**config.mk**
```make
export PLATFORM = sky130hd
export DESIGN_NAME = mem_responder_flat
export DESIGN_NICKNAME = d
export VERILOG_FILES = /design/src/rtl/mem_map_pkg.sv /design/src/rtl/mem_responder_if.sv /design/src/rtl/dmem_ram.sv /design/src/rtl/mem_responder.sv /design/src/flat_wrapper.sv
export SDC_FILE = /design/constraint.sdc
export NUM_CORES = 2
export LEC_CHECK = 0
export ABC_AREA = 1
export CAP_MARGIN = 20
export CORE_MARGIN = 1
export CORE_UTILIZATION = 40
export DETAILED_ROUTE_END_ITERATION = 8
export PLACE_DENSITY = 0.66
export SKIP_LAST_GASP = 1
export SYNTH_ARGS = -nofsm -noshare
export SYNTH_HDL_FRONTEND = slang
export SYNTH_SLANG_ARGS = --single-unit
```
**constraint.sdc**
```tcl
create_clock -name clk -period 6.59 [get_ports clk]
set_clock_uncertainty 0.15 [all_clocks]
set_input_delay 1.977 -clock clk [delete_from_list [all_inputs] [get_ports clk]]
set_output_delay 1.977 -clock clk [all_outputs]
set_load 0.02 [all_outputs]
```
**src/rtl/mem_map_pkg.sv**
```systemverilog
// Shared address map for the data-memory responder: RAM/MMIO bases,
// register offsets, STAT bit index and a helper that decodes a byte address.
package mem_map_pkg;

  localparam int unsigned DATA_W = 32;
  localparam int unsigned IO_W   = 8;

  localparam logic [31:0] RAM_BASE  = 32'h0000_0000;
  localparam logic [31:0] MMIO_BASE = 32'h8000_0000;

  localparam logic [31:0] OFS_LED   = 32'h0000_0000;
  localparam logic [31:0] OFS_SW    = 32'h0000_0004;
  localparam logic [31:0] OFS_CYCLE = 32'h0000_0008;
  localparam logic [31:0] OFS_CMP   = 32'h0000_000C;
  localparam logic [31:0] OFS_STAT  = 32'h0000_0010;

  localparam int unsigned STAT_MATCH_BIT = 0;

  typedef enum logic [2:0] {
    SEL_NONE,
    SEL_RAM,
    SEL_LED,
    SEL_SW,
    SEL_CYCLE,
    SEL_CMP,
    SEL_STAT
  } sel_e;

  // Word-granular decode; the two byte-offset bits never affect the target.
  function automatic sel_e decode_addr(input logic [31:0] addr,
                                       input logic [31:0] ram_bytes);
    logic [31:0] word_addr;
    sel_e        sel;
    word_addr = {addr[31:2], 2'b00};
    sel       = SEL_NONE;
    if ((word_addr - RAM_BASE) < ram_bytes)        sel = SEL_RAM;
    else if (word_addr == (MMIO_BASE + OFS_LED))   sel = SEL_LED;
    else if (word_addr == (MMIO_BASE + OFS_SW))    sel = SEL_SW;
    else if (word_addr == (MMIO_BASE + OFS_CYCLE)) sel = SEL_CYCLE;
    else if (word_addr == (MMIO_BASE + OFS_CMP))   sel = SEL_CMP;
    else if (word_addr == (MMIO_BASE + OFS_STAT))  sel = SEL_STAT;
    return sel;
  endfunction

endpackage

```
**src/rtl/mem_responder_if.sv**
```systemverilog
// Core-side load/store bus: the core (master) drives strobe, address and
// store data; the responder (slave) returns combinational load data.
interface mem_responder_if;
  import mem_map_pkg::*;

  logic              MemWrite;
  logic [DATA_W-1:0] ALUResult;
  logic [DATA_W-1:0] WriteData;
  logic [DATA_W-1:0] ReadData;

  modport master (output MemWrite, output ALUResult, output WriteData,
                  input  ReadData);
  modport slave  (input  MemWrite, input  ALUResult, input  WriteData,
                  output ReadData);
endinterface

```
**src/rtl/dmem_ram.sv**
```systemverilog
// Data RAM: synchronous write, asynchronous read, contents never reset.
module dmem_ram #(
  parameter int unsigned WORDS = 64
) (
  input  logic                     clk,
  input  logic                     we,
  input  logic [$clog2(WORDS)-1:0] addr,
  input  logic [31:0]              wdata,
  output logic [31:0]              rdata
);

  logic [31:0] mem [WORDS];

  // Store commits on the rising edge; no reset so data survives a reset pulse.
  always_ff @(posedge clk) begin
    if (we) mem[addr] <= wdata;
  end

  assign rdata = mem[addr];

endmodule

```
**src/rtl/mem_responder.sv**
```systemverilog
// Data-memory responder for a single-cycle core: RAM plus LED, switch,
// free-running cycle counter and an optional compare timer.
// Optional feature: define MEM_RESPONDER_TIMER_EN to build CMP, STAT and
// TimerIrq; otherwise they read 0, ignore writes and TimerIrq is tied low.
module mem_responder
  import mem_map_pkg::*;
#(
  parameter int unsigned RAM_WORDS = 64
) (
  input  logic            clk,
  input  logic            reset,
  mem_responder_if.slave  bus,
  input  logic [IO_W-1:0] Switches,
  output logic [IO_W-1:0] Leds,
  output logic            TimerIrq
);

  localparam int unsigned RAM_AW    = $clog2(RAM_WORDS);
  localparam logic [31:0] RAM_BYTES = 32'(4 * RAM_WORDS);

  sel_e              sel;
  logic              wr_en;
  logic              ram_we;
  logic [DATA_W-1:0] ram_rdata;
  logic [IO_W-1:0]   sw_meta;
  logic [IO_W-1:0]   sw_sync;
  logic [IO_W-1:0]   led_q;
  logic [DATA_W-1:0] cycle_q;
  logic              unused_addr_lsb;

  // Stores are dropped while reset is held, including into the unreset RAM.
  assign wr_en           = bus.MemWrite & reset;
  assign sel             = decode_addr(bus.ALUResult, RAM_BYTES);
  assign ram_we          = wr_en && (sel == SEL_RAM);
  assign unused_addr_lsb = ^bus.ALUResult[1:0];

  // RAM sits at address zero, so the word index is taken straight from the address.
  dmem_ram #(.WORDS(RAM_WORDS)) u_ram (
    .clk   (clk),
    .we    (ram_we),
    .addr  (bus.ALUResult[RAM_AW+1:2]),
    .wdata (bus.WriteData),
    .rdata (ram_rdata)
  );

  // Two-flop synchronizer for the asynchronous board switches.
  always_ff @(posedge clk or negedge reset) begin
    if (!reset) begin
      sw_meta <= '0;
      sw_sync <= '0;
    end else begin
      sw_meta <= Switches;
      sw_sync <= sw_meta;
    end
  end

  // LED register.
  always_ff @(posedge clk or negedge reset) begin
    if (!reset)                         led_q <= '0;
    else if (wr_en && sel == SEL_LED)   led_q <= bus.WriteData[IO_W-1:0];
  end

  assign Leds = led_q;

  // Free-running cycle counter; any write clears it and beats the increment.
  always_ff @(posedge clk or negedge reset) begin
    if (!reset)                         cycle_q <= '0;
    else if (wr_en && sel == SEL_CYCLE) cycle_q <= '0;
    else                                cycle_q <= cycle_q + 32'd1;
  end

`ifdef MEM_RESPONDER_TIMER_EN
  logic [DATA_W-1:0] cmp_q;
  logic              match_q;
  logic              stat_clr;

  assign stat_clr = wr_en && (sel == SEL_STAT) && bus.WriteData[STAT_MATCH_BIT];

  // Compare value; a new value is used for matching from the next cycle.
  always_ff @(posedge clk or negedge reset) begin
    if (!reset)                       cmp_q <= 32'hFFFF_FFFF;
    else if (wr_en && sel == SEL_CMP) cmp_q <= bus.WriteData;
  end

  // Sticky match flag; a new match beats a simultaneous write-1-clear.
  always_ff @(posedge clk or negedge reset) begin
    if (!reset) match_q <= 1'b0;
    else        match_q <= (cycle_q == cmp_q) | (match_q & ~stat_clr);
  end

  assign TimerIrq = match_q;
`else
  assign TimerIrq = 1'b0;
`endif

  // Zero-latency load mux; unmapped and disabled registers read as zero.
  always_comb begin
    bus.ReadData = '0;
    case (sel)
      SEL_RAM:   bus.ReadData = ram_rdata;
      SEL_LED:   bus.ReadData = DATA_W'(led_q);
      SEL_SW:    bus.ReadData = DATA_W'(sw_sync);
      SEL_CYCLE: bus.ReadData = cycle_q;
`ifdef MEM_RESPONDER_TIMER_EN
      SEL_CMP:   bus.ReadData = cmp_q;
      SEL_STAT:  bus.ReadData = DATA_W'(match_q) << STAT_MATCH_BIT;
`endif
      default:   bus.ReadData = '0;
    endcase
  end

endmodule
```
**src/flat_wrapper.sv**
```systemverilog
// flat-port wrapper written by rule: the top's interface ports become plain ports
module mem_responder_flat import mem_map_pkg::*;
#(
  parameter int unsigned RAM_WORDS = 64
)
  (clk, reset, Switches, Leds, TimerIrq, bus_MemWrite, bus_ALUResult, bus_WriteData, bus_ReadData);
  mem_responder_if bus_i ();
  input  logic clk;
  input  logic reset;
  input  logic [IO_W-1:0] Switches;
  output logic [IO_W-1:0] Leds;
  output logic TimerIrq;
  input wire logic [$bits(bus_i.MemWrite)-1:0] bus_MemWrite;
  input wire logic [$bits(bus_i.ALUResult)-1:0] bus_ALUResult;
  input wire logic [$bits(bus_i.WriteData)-1:0] bus_WriteData;
  output wire logic [$bits(bus_i.ReadData)-1:0] bus_ReadData;
  assign bus_i.MemWrite = bus_MemWrite;
  assign bus_i.ALUResult = bus_ALUResult;
  assign bus_i.WriteData = bus_WriteData;
  assign bus_ReadData = bus_i.ReadData;
  mem_responder #(.RAM_WORDS(RAM_WORDS)) u_core (.clk(clk), .reset(reset), .bus(bus_i), .Switches(Switches), .Leds(Leds), .TimerIrq(TimerIrq));
endmodule
```
# After elaboration in Yosys (flattened, before gate mapping)
# Memory sizes are Yosys's and may differ from the RTL's.
# Index checks and enable logic that the tools add are counted.
word_totals:
  mem_bits_rw: 2048
  register_bits: 56
  memories: 1
  input_bits: 75
  out_inout_bits: 41
  elab_cells: 30
memory_table:
  columns: ["memory", "depth", "width", "read_ports", "rd_ports_with_merged_regs", "wr", "line", "rtl"]
  rows:
  - ["u_core.u_ram.mem", 64, 32, 1, 0, 1, "dmem_ram.sv:12", "logic [31:0] mem [WORDS];"]
classes:
  reduce_logical: 3
  add_sub_neg: 1
  magnitude_cmp: 1
  muxes: 10
  n_eq_ne: 9
  bitwise_logic: 1
op_table:
  columns: ["op", "n"]
  rows:
  - ["30-bit == test (second input constant)", 5]
  - ["32-bit one-hot mux with 4 select lines", 1]
  - ["32-bit by 1-bit adder with 32-bit output (second input constant)", 1]
  - ["32-bit by 9-bit less-than comparator with 1-bit output (second input constant)", 1]
  - ["32-bit 2-to-1 mux", 1]
  - ["3-bit 2-to-1 mux", 6]
  - ["3-bit by 2-bit == test with 1-bit output (second input constant)", 2]
  - ["3-bit by 1-bit == test with 1-bit output (second input constant)", 1]
  - ["3-bit == test (second input constant)", 1]
  - ["1-bit logical AND", 3]
  - ["1-bit 2-to-1 mux", 2]
  - ["1-bit bitwise AND", 1]

# Depth between registers and ports, before layout
depth:
  word_depth: 11
  depth_mapped: 16
  ltp_nobuf: 13

# By module
# Synthesis repeated with hierarchy kept, for this count alone.
unflattened:
  hier_cells: 8914
  hier_area_um2: 89450.8
modules_own_cells:
  columns: ["module", "n_inst", "area_per_inst_um2", "cells_per_inst", "seq_area_each_um2"]
  rows:
  - ["dmem_ram", 1, 85862.3, 8408, 61499.0]
  - ["mem_responder", 1, 3588.4, 506, 1401.3]

# Worst setup path before layout
# No wires, ideal clock.
synth_timing:
  path_kind: "input to register"
  startpoint: "in bus_ALUResult[11]"
  endpoint: "mem u_core.u_ram.mem[27][0] (enable)"
  path_slack_ps: 891
  path_stages: 9
  arrival_time_ps: 5088
  t_required_ps: 5979
  n_path_buf: 0
  setup_ps: 461
  cell_sequence: "nor2_1 nand2_1 nor2_1 nand2_1 inv_1 nand3_1 nor2_2 nand2_1 nor3_1"
synth_via:
  elab_chain_len: 11
  word_cells_on_any_way: 16
  cone_classes: "1 x order compare; 6 x eq/ne; 8 x mux; 1 x reduce/logical"
synth_lines:
  columns: ["item", "line", "rtl"]
  rows:
  - ["start, declared", "flat_wrapper.sv:14", "input wire logic [$bits(bus_i.ALUResult)-1:0] bus_ALUResult;"]
  - ["30-bit == test", "mem_map_pkg.sv:41", "else if (word_addr == (MMIO_BASE + OFS_STAT)) sel = SEL_STAT;"]
  - ["3-bit 2-to-1 mux", "mem_map_pkg.sv:41", null]
  - ["3-bit 2-to-1 mux", "mem_map_pkg.sv:40", "else if (word_addr == (MMIO_BASE + OFS_CMP)) sel = SEL_CMP;"]
  - ["3-bit 2-to-1 mux", "mem_map_pkg.sv:39", "else if (word_addr == (MMIO_BASE + OFS_CYCLE)) sel = SEL_CYCLE;"]
  - ["3-bit 2-to-1 mux", "mem_map_pkg.sv:38", "else if (word_addr == (MMIO_BASE + OFS_SW)) sel = SEL_SW;"]
  - ["3-bit 2-to-1 mux", "mem_map_pkg.sv:37", "else if (word_addr == (MMIO_BASE + OFS_LED)) sel = SEL_LED;"]
  - ["3-bit 2-to-1 mux *", "mem_map_pkg.sv:36", "if ((word_addr - RAM_BASE) < ram_bytes) sel = SEL_RAM;"]
  - ["3-bit by 1-bit == test with 1-bit output *", "mem_responder.sv:34", "assign ram_we = wr_en && (sel == SEL_RAM);"]
  - ["1-bit logical AND *", "mem_responder.sv:34", null]
  - ["1-bit 2-to-1 mux *", "dmem_ram.sv:16", "if (we) mem[addr] <= wdata;"]
  - ["1-bit 2-to-1 mux (implied by the code) *", "dmem_ram.sv:16", null]
  - ["end, declared", "dmem_ram.sv:12", null]
# Mark *: on every way between the ends. The rest lies on a longest branch, timed or not.

# Worst setup path after layout
layout_timing:
  startpoint: "in bus_ALUResult[2]"
  endpoint: "out bus_ReadData[20]"
layout_via:
  elab_chain_len: 9
  word_cells_on_any_way: 18
  cone_classes: "1 x order compare; 9 x eq/ne; 7 x mux; 1 x memory"
layout_lines:
  columns: ["item", "line", "rtl"]
  rows:
  - ["30-bit == test", "mem_map_pkg.sv:41", null]
  - ["3-bit 2-to-1 mux", "mem_map_pkg.sv:41", null]
  - ["3-bit 2-to-1 mux", "mem_map_pkg.sv:40", null]
  - ["3-bit 2-to-1 mux", "mem_map_pkg.sv:39", null]
  - ["3-bit 2-to-1 mux", "mem_map_pkg.sv:38", null]
  - ["3-bit 2-to-1 mux", "mem_map_pkg.sv:37", null]
  - ["3-bit 2-to-1 mux", "mem_map_pkg.sv:36", null]
  - ["3-bit == test (tied with other cells)", "mem_responder.sv:99", "case (sel)"]
  - ["32-bit one-hot mux with 4 select lines *", "mem_responder.sv:99", null]
  - ["end, declared", "flat_wrapper.sv:16", "output wire logic [$bits(bus_i.ReadData)-1:0] bus_ReadData;"]
# Marks and branches as above.

==> impl_metrics.ini <==
[job]
drv_cap = 0

[min_path]
min_to = u_core.sw_sync[3]$_DFF_PN0_
hp-start = u_core.sw_meta[3]$_DFF_PN0_
hp-class = reg -> reg
whs_path_depth = 0

[sta]
rsz0062_at_grt = true
setup_violations = 2
drv_slew = 0
final-hold-violation-count = 0
slew_headroom = 0.342
fmax_mhz = 147
finalSetupTns_ns = -0.271
worstMarginPinSlew_ns = 0.988
period_needed_ns = 6.78
finalCritPeriodShare = 1.03
whs_ns = 0.198
finalWorstSetupSlack_ns = -0.190

[global_route]
met2_usage = 0.370
antenna_found_initial = 8
grt_pass1_vias = 58900
grt_usage = 0.228
use_met3 = 0.0330
grtUsageMet1 = 0.306
grt-busiest-layer = met2
grt_max_degree = 66
grt-ovfl-total = 0
grt_pass1_wl_um = 377000

[placed_design]
place.gp.congestion = 0.900
numPortBuffers = 112
dp_slack_ns = -0.498
dp_hpwl_um = 156000

[clock_network]
cts_buffers = 203
htree_levels = 4
cts.sinks = 2104
cts.path.max_buffers = 3
root_buffer = clkbuf_16
tritoncts = done
path_clk_slew_ns = 0.06
clk_latency_ns = 0.86
cts.hold.buffers_added = 0

[detailed_routing]
vias = 61500
drt-total-wl_um = 258000
post-route-drc-count = 0
postRouteAntennaNets = 0
routed_via_density = 5.23
drtIter0Drc = 7443
drtPass1Iterations = 6
wl_per_cell_um = 21.9

[floorplanning]
fp.dieW_um = 471
initial_core_util = 0.404
die-area_um2 = 222000
io_pins = 116
coreArea_um2 = 218000
die_y_um = 471
core.rowCount = 171

[setup_path]
r2r_start = u_core.cycle_q[7]$_DFF_PN0_
worstPathRequired_ns = 4.46
cp_max_fo = 27
reg2reg_depth = 7
max_stage_delay_ns = 0.61
critPathCaptureType = output pin
worstSetupPathType = in -> out
cpMaxStageDelayCell = clkdlybuf4s50_1
startpoint_type = input port
arrival_ns = 4.65
crit_chain = buf_12 > inv_16 > buf_16 > buf_4 > nor2_1 > o21ai_0 > nand2_1 > nand2_1 > nand2_1 > nand2_1 > nand2_1 > nor2_4 > nand3_1 > nand2_1 > clkdlybuf4s50_1
r2r_slack_ns = 4.33
crit_buf_inv = 5
critPathTopFamily = buffers and inverters
r2r_end = u_core.cycle_q[28]$_DFF_PN0_
crit_top_cell = nand2_1

[logic_synthesis]
syn_area_um2 = 88100
postSynthAreaPerCell_um2 = 10.6
ys_types = 35
synth_cells = 8313
yosys_warnings = 0
synth-seq-area-share = 0.714
syn-num-nets = 8389
ys_ff_latch = 2104

[layout]
finalCoreUtilization = 0.475
drive_gt1_frac = 0.113
nNetsFinal = 8823
syn2layout_area_growth_pct = 17.4

[outcome]
status = finished with violations
violations = negative setup slack

[power]
irDropWorstVdd_uv = 209
powerDensity_nw_per_um2 = 271
p_leak_nw = 40.7
-- cells in the final DEF (no fill, tap or decap), types with 35 or more instances in the layout --
cell type and instances:
o21ai_1 553, clkinv_1 51, clkbuf_16 210, nand2_1 2568
nand3_1 56, buf_4 427, nor2_1 1723, inv_1 391
nor2_4 70, o21ai_0 247, clkbuf_1 37, buf_12 108
dfrtp_1 56, edfxtp_1 2048, clkinv_2 35, clkdlybuf4s50_1 43
-- state kept, by name, indices dropped and copies added (netlist names) --
register and cells:
u_core.sw_sync 8, u_core.Leds 8, u_core.cycle_q 32, u_core.u_ram.mem 2048
u_core.sw_meta 8
-- cells in the mapped netlist, drive strengths merged --
cell    instances  area share
nor2         1809       0.077
nand4          15      0.0011
xor2           18      0.0018
nor3           30      0.0019
o21bai         32      0.0027
dfrtp          56       0.016
edfxtp       2048        0.70
clkinv          2    0.000099
nor4            8     0.00091
a21oi           3     0.00017
ha              1     0.00014
xnor2           6     0.00060
nor3b           1    0.000085
or2             1    0.000071
nand2        2576        0.11
o21ai         800       0.045
inv           398       0.017
clkbuf        167      0.0071
conb            1    0.000043
nand3          70      0.0040
buf           260       0.015
o22ai          11     0.00078
-- final cells by class --
type	instances	area [µm²]
Antenna cell	5	12.5
Clock buffer	253	5470
Clock inverter	124	1090
Fill cell	19200	115000
Inverter	400	1530
Multi-Input combinational cell	5382	22400
Sequential cell	2104	62900
Tap cell	2854	3570
Timing Repair Buffer	655	6470
Timing Repair inverter	1	8.76
-- worst max-delay path by stage --
stage               depth (start not counted)  slack, ns               from                                 to
floorplan                                   9       0.89  bus_ALUResult[11]  u_core.u_ram.mem[27][0]$_DFFE_PP_
global route                               15      -0.24   bus_ALUResult[2]                   bus_ReadData[20]
finish                                     15      -0.19   bus_ALUResult[2]                   bus_ReadData[20]
CTS                                        15      -0.18   bus_ALUResult[2]                   bus_ReadData[26]
global placement                           14      -0.42   bus_ALUResult[2]                   bus_ReadData[20]
detailed placement                         14      -0.50   bus_ALUResult[2]                   bus_ReadData[20]
-- power by group --
group	switching [mW]	total, mW	internal (mW)
clock	5.12	11.6	6.44
combinational	1.27	1.82	0.551
sequential	0.00143	14.7	14.7
-- worst reg2reg max path: cells and delay by family, from the launching register on --
kind / cells / cell delay [ns]
flip-flops: 1 / 0.38
buffers and inverters: 1 / 0.19
XOR/XNOR: 1 / 0.14
AND/OR/NAND/NOR: 5 / 1.27
-- routing by layer --
| layer | wire length, µm | vias to the layer above |
|---|---|---|
| met4 | 11200 | 2 |
| met1 | 105000 | 29800 |
| li1 | - | 28400 |
| met2 | 120000 | 2886 |
| met3 | 21300 | 471 |
| met5 | 73 | - |
-- kinds of logic (layout without fill, tap and decap cells) --
family | after synthesis | after routing | synth area share
AOI/OAI and AO/OA | 846 | 846 | 0.0491
xor gates and xnor gates | 24 | 24 | 0.00239
adders and majority gates | 1 | 1 | 0.000142
buffers and inverters | 827 | 1433 | 0.0391
DFF | 2104 | 2104 | 0.714
other | 1 | 6 | 0.0000426
and+or+nand+nor | 4510 | 4510 | 0.195
-- what timing repair did --
action,in CTS,in global routing
endpoints found under the setup margin,32,22
pin swaps,1,0
gates resized for setup,68,38
buffers inserted,3,3
gates cloned,2,0
-- through the flow --
stage	instances	area, µm²	power [mW]
after floorplan	8313	88100	15.8
after global placement	11400	96700	16.7
after detailed placement	11400	96700	16.7
after CTS	11800	103000	28.1
after global routing	11800	103000	28.8
final	11800	103000	28.1
(Power assumes the default switching activity.)
